--- src/rtl/ram_sync_pkg.sv ---
// Shared types and default widths for the RAM-domain CPU access synchronizers.
package ram_sync_pkg;

  typedef enum logic [1:0] {
    IDLE  = 2'd0,
    ISSUE = 2'd1,
    WAIT  = 2'd2
  } rd_state_e;

  localparam int DEF_ADDR_WIDTH = 15;
  localparam int DEF_DATA_WIDTH = 16;

endpackage

--- src/rtl/read_request_sync_toggle_sync_edge.sv ---
// Two-flop synchronizer for a cross-domain toggle, plus a history flop that
// turns each toggle flip into a one-cycle req_edge pulse.
module toggle_sync_edge (
  input  logic clk,
  input  logic rst_n,
  input  logic toggle,
  output logic req_edge
);

  logic sync_0, sync_1, prev_sync;

  always_ff @(posedge clk or negedge rst_n) begin
    if (!rst_n) begin
      sync_0    <= 1'b0;
      sync_1    <= 1'b0;
      prev_sync <= 1'b0;
    end else begin
      sync_0    <= toggle;
      sync_1    <= sync_0;
      prev_sync <= sync_1;
    end
  end

  assign req_edge = sync_1 ^ prev_sync;

endmodule

--- src/rtl/read_request_sync.sv ---
// RAM-domain responder for CPU reads: sync the request toggle, issue one read
// strobe (yielding to writes), wait the RAM latency, capture data, flip ack.
module read_request_sync
  import ram_sync_pkg::*;
#(
  parameter int ADDR_WIDTH  = DEF_ADDR_WIDTH,
  parameter int DATA_WIDTH  = DEF_DATA_WIDTH,
  parameter int RAM_LATENCY = 1
) (
  input  logic                  ram_clock,
  input  logic                  ram_reset_n,
  input  logic                  cpu_read_toggle,
  input  logic [ADDR_WIDTH-1:0] cpu_addr,
  input  logic                  ram_write_busy,
  output logic                  ram_read_enable,
  output logic [ADDR_WIDTH-1:0] ram_addr,
  input  logic [DATA_WIDTH-1:0] ram_read_data,
  output logic [DATA_WIDTH-1:0] cpu_read_data,
  output logic                  cpu_read_ack_toggle,
  output logic                  busy,
  output logic                  overrun
);

  localparam int CW = $clog2(RAM_LATENCY + 1);
  localparam logic [CW-1:0] LAT_INIT = CW'(RAM_LATENCY);
  localparam logic [CW-1:0] LAT_LAST = CW'(1);

  rd_state_e     state;
  logic [CW-1:0] lat_cnt;
  logic          req_edge;

  toggle_sync_edge u_sync (
    .clk      (ram_clock),
    .rst_n    (ram_reset_n),
    .toggle   (cpu_read_toggle),
    .req_edge (req_edge)
  );

  always_ff @(posedge ram_clock or negedge ram_reset_n) begin
    if (!ram_reset_n) begin
      state               <= IDLE;
      lat_cnt             <= '0;
      ram_read_enable     <= 1'b0;
      ram_addr            <= '0;
      cpu_read_data       <= '0;
      cpu_read_ack_toggle <= 1'b0;
      overrun             <= 1'b0;
    end else begin
      case (state)
        IDLE: begin
          if (req_edge) begin
            ram_addr <= cpu_addr;
            if (!ram_write_busy) begin
              ram_read_enable <= 1'b1;
              lat_cnt         <= LAT_INIT;
              state           <= WAIT;
            end else begin
              state <= ISSUE;
            end
          end
        end
        ISSUE: begin
          if (req_edge) overrun <= 1'b1;
          if (!ram_write_busy) begin
            ram_read_enable <= 1'b1;
            lat_cnt         <= LAT_INIT;
            state           <= WAIT;
          end
        end
        WAIT: begin
          if (req_edge) overrun <= 1'b1;
          // The edge that drops the strobe is when the RAM samples it, so the
          // latency count only starts running on the following edge.
          if (ram_read_enable) begin
            ram_read_enable <= 1'b0;
          end else begin
            lat_cnt <= lat_cnt - LAT_LAST;
            if (lat_cnt == LAT_LAST) begin
              cpu_read_data       <= ram_read_data;
              cpu_read_ack_toggle <= ~cpu_read_ack_toggle;
              state               <= IDLE;
            end
          end
        end
        default: state <= IDLE;
      endcase
    end
  end

  assign busy = (state != IDLE);

endmodule

--- config.mk ---
export PLATFORM = sky130hd
export DESIGN_NAME = read_request_sync
export DESIGN_NICKNAME = d
export VERILOG_FILES = /design/src/rtl/ram_sync_pkg.sv /design/src/rtl/read_request_sync_toggle_sync_edge.sv /design/src/rtl/read_request_sync.sv
export SDC_FILE = /design/constraint.sdc
export NUM_CORES = 1
export LEC_CHECK = 0
export CAP_MARGIN = 20
export CORE_MARGIN = 3
export CORE_UTILIZATION = 45
export DETAILED_ROUTE_END_ITERATION = 7
export PLACE_DENSITY = 0.84
export SLEW_MARGIN = 20
export SYNTH_ARGS = -nofsm -noshare
export SYNTH_HDL_FRONTEND = slang
export SYNTH_SLANG_ARGS = --single-unit
--- constraint.sdc ---
create_clock -name ram_clock -period 4.7 [get_ports ram_clock]
set_input_delay 1.175 -clock ram_clock [delete_from_list [all_inputs] [get_ports ram_clock]]
set_output_delay 1.175 -clock ram_clock [all_outputs]
set_load 0.02 [all_outputs]
==> impl_table.tex <==
\begin{tabular}{lr}
\hline
Metric & Value \\
\hline
\multicolumn{2}{l}{\textbf{Pwr}} \\
\quad Total power & around 1.8 mW \\
\quad Sequential group share of total power & 0.340 \\
\quad Leakage power summed over all cells & between 1 and 1.5 nW \\
\quad Power density cells & a little over 700 mW/mm\^{}2 \\
\quad Clock share of power & 0.125 \\
\quad Pint & 1.13 mW \\
\quad Net switching fraction of the power & 0.358 \\
\quad Switching power total & $\sim$0.63 mW \\
\quad Gate power share & 0.535 \\
\quad VDD IR max & $\sim$370 uV \\
\multicolumn{2}{l}{\textbf{Setup path}} \\
\quad Worst endpoint data arrival time & around 2.0 ns \\
\quad Kind of launch point of the worst setup path & flop \\
\quad Critical path required time & $\sim$3.5 ns \\
\quad Maximum fanout encountered on the critical timing path & 6 \\
\quad Category of the worst setup path capture point & primary output \\
\quad Ordered cell list for the critical path & inv\_1 > ha\_1 > inv\_1 > clkdlybuf4s50\_1 \\
\quad Cell repeated most along the worst path & inv\_1 \\
\quad Critical path type & flop to primary output \\
\quad Standard cell with the maximum stage delay on the critical path & clkdlybuf4s50\_1 \\
\quad Biggest cell delay along the critical path & 0.55 ns \\
\multicolumn{2}{l}{\textbf{Yosys}} \\
\quad Sequential fraction of the synthesis area & 0.611 \\
\quad Warning count from the yosys run & 0 \\
\quad Syn Nets & 140 \\
\quad Share of async-settable or async-resettable flops after synthesis & 1.00 \\
\quad Post-Syn Area & about 0.0016 sq mm \\
\quad Synthesized area divided by synthesized cell count & between 15 and 20 sq um \\
\quad Number of synthesized register bits & 40 \\
\quad Most common flop cell mapped by yosys & dfrtp\_1 \\
\quad Number of distinct library cells after synthesis & 25 \\
\quad Number of enable flip-flop cells after synthesis & 0 \\
\quad Number of cells produced by synthesis & just over 100 \\
\multicolumn{2}{l}{\textbf{Timing}} \\
\quad Max Clock Freq & around 320 MHz \\
\quad Final worst path period share & 0.669 \\
\quad Setup repair after global routing missed its margin & false \\
\quad Final WS setup & 1.56 ns \\
\quad Slew at the pin closest to its max-slew limit & $\sim$0.84 ns \\
\quad Max-slew headroom at the worst pin & 0.441 \\
\quad Accumulated negative setup slack & 0 ns \\
\quad Final setup violation count & 0 \\
\quad Slew Viols, Final & 0 \\
\quad Post-Route Hold Slack & around 0.36 ns \\
\quad Clock skew & about 0.0052 ns \\
\quad Final count of hold timing violations & 0 \\
\quad Shortest clock period the worst path allows after layout & roughly 3.1 ns \\
\multicolumn{2}{l}{\textbf{CTS}} \\
\quad CTS tree & done \\
\quad Post-cts hold buffer count & 0 \\
\quad Clock buffers created by TritonCTS & 5 \\
\quad Buffer count from post-CTS setup fixing & 0 \\
\quad Longest Clk Path Bufs & 2 \\
\quad Max H-tree Level & 2 \\
\quad \# resized after CTS & 0 \\
\quad Later-pin clock latency in the skew report & $\sim$0.34 ns \\
\quad Clock transition at path regs & between 0.1 and 0.15 ns \\
\quad CTS Sinks & 40 \\
\quad CTS Root Buffer Type & clkbuf\_4 \\
\multicolumn{2}{l}{\textbf{Global route}} \\
\quad Vias in the first global route & about 1200 \\
\quad Overflow left after global routing & 0 \\
\quad Total global-route track usage & 0.161 \\
\quad Wire length of the first global-routing pass & about 5300 microns \\
\quad Number of antenna violations at the first check in global routing & 0 \\
\quad Maximum number of pins on one net before global-route repair & between 40 and 50 \\
\multicolumn{2}{l}{\textbf{Finish}} \\
\quad Final core occ & 0.716 \\
\quad Diode insertion count for antenna repair & 0 \\
\quad Layout cell share with drive strength beyond 1 & 0.249 \\
\quad Final layout net count & 214 \\
\quad Final standard cell count with taps included and fillers excluded & 223 \\
\quad Design area & roughly 0.0024 sq mm \\
\quad Area overhead of the layout relative to synthesis & 49.2\% \\
\multicolumn{2}{l}{\textbf{Drt}} \\
\quad Number of nets with antenna violations after detailed routing & 0 \\
\quad Routed vias & approximately 1000 \\
\quad Via-to-Cell Ratio & between 4 and 5 \\
\quad Final Routed Wirelength & approximately 3300 microns \\
\quad WL/cell & 14.6 microns \\
\quad Drc violations & 0 \\
\quad Drt pass-1 iters & 4 \\
\quad Detailed Route Iter0 Violations & 30 \\
\multicolumn{2}{l}{\textbf{Place}} \\
\quad Placed cells & 215 \\
\quad Pre-CTS setup slack & around 1.9 ns \\
\quad Half-perimeter wire length of the detailed placement result & approximately 2500 microns \\
\quad Number of port buffers & a little under 70 \\
\quad Placed Instance Area & 0.00237 sq mm \\
\quad Global placement routability congestion & approximately 0.69 \\
\multicolumn{2}{l}{\textbf{Floorplanning}} \\
\quad Initial Utilization & 0.480 \\
\quad Die Ht & roughly 66 microns \\
\quad Top-Level Pins & 70 \\
\quad Num rows & 21 \\
\quad Die W & about 66 microns \\
\quad Full die area & approximately 0.0044 sq mm \\
\quad Placeable core region & 0.00342 sq mm \\
\multicolumn{2}{l}{\textbf{Hold path}} \\
\quad Hold/Removal Path Class & flop to flop \\
\multicolumn{2}{l}{\textbf{Flow run}} \\
\quad Max-cap viol count & 0 \\
\multicolumn{2}{l}{\textbf{Run status}} \\
\quad Status & completed \\
\hline
\end{tabular}
-- layout make-up --
| cell class | instances | area (sq um) |
|---|---|---|
| Timing Repair Buffer | 69 | 686 |
| Sequential cell | 40 | 1000 |
| Multi-Input combinational cell | 55 | 603 |
| Fill cell | 240 | 970 |
| Tap cell | 46 | 57.6 |
| Inverter | 5 | 18.8 |
| Clock inverter | 3 | 42.5 |
| Clock buffer | 5 | 37.5 |
-- cell usage after synthesis, drive strengths merged (2+ instances only) --
| master | count | area [sq um] |
|---|---|---|
| inv | 5 | 18.8 |
| mux2i | 2 | 20.0 |
| nand3 | 2 | 15.0 |
| xnor2 | 2 | 17.5 |
| a21oi | 2 | 10.0 |
| mux2 | 31 | 387 |
| dfrtp | 40 | 1000 |
| buf | 2 | 16.3 |
| ha | 3 | 37.5 |
| nand2 | 2 | 15.0 |
-- final timing paths --
check | start | endpoint | slack [ns] | cells after the start
worst max-delay path | state[1]$_DFFE_PN0P_ | busy | 1.56 | 4
worst min-delay path | u_sync.sync_0$_DFF_PN0_ | u_sync.sync_1$_DFF_PN0_ | 0.36 | 0
worst max register to register | state[0]$_DFFE_PN0P_ | cpu_read_data[11]$_DFFE_PN0P_ | 3.01 | 4
worst min register to register | u_sync.sync_0$_DFF_PN0_ | u_sync.sync_1$_DFF_PN0_ | 0.36 | 0
max in group asynchronous | ram_reset_n | state[0]$_DFFE_PN0P_ | 3.25 | 1
min in group asynchronous | ram_reset_n | cpu_read_data[0]$_DFFE_PN0P_ | 0.92 | 1
-- critical path, delay by kind of cell (launching register included) --
family	cells	cell delay, ns
adder cells (fa/ha/maj)	1	0.38
buffers and inverters	3	0.82
flip-flops	1	0.43
-- placed cells by master, fill, tap and decap left out, types with 2 or more instances in the layout --
master	instances
mux2_4	10
mux2_2	21
dfrtp_1	40
inv_1	5
clkdlybuf4s50_1	68
clkbuf_4	5
ha_1	3
xnor2_1	2
mux2i_1	2
a21oi_1	2
-- cell families (layout without fill, tap and decap cells) --
family          Yosys count  count (layout)  share of synthesized area
flops                    40              40                      0.611
mux                      33              33                      0.248
simple gates              9               9                     0.0366
compound gates            7               7                     0.0397
buf+inv                   7              82                     0.0214
fa+ha+maj                 3               3                     0.0229
xor+xnor                  3               3                     0.0206
-- per-layer routing --
layer	vias to the layer above	share of wire	global-route usage
li1	500	-	-
met1	500	0.43	0.196
met2	37	0.50	0.265
met3	6	0.053	0.0391
met4	0	0.018	0.0761
met5	-	0	0
-- power groups by stage --
stage	clock [mW]	combinational, mW	sequential [mW]
2_1_floorplan	0	0.369	0.775
3_3_place_gp	0	0.921	0.594
3_5_place_dp	0	0.950	0.602
4_1_cts	0.228	0.952	0.599
5_1_grt	0.242	0.997	0.618
6_report	0.220	0.939	0.597
-- flip-flops by register name, indices dropped and copies added, names as in the netlist --
signal,count
lat_cnt,1
ram_addr,15
cpu_read_ack_toggle,1
u_sync.sync_0,1
u_sync.prev_sync,1
state,2
u_sync.sync_1,1
cpu_read_data,16
ram_read_enable,1
overrun,1
(Power assumes the default switching activity.)
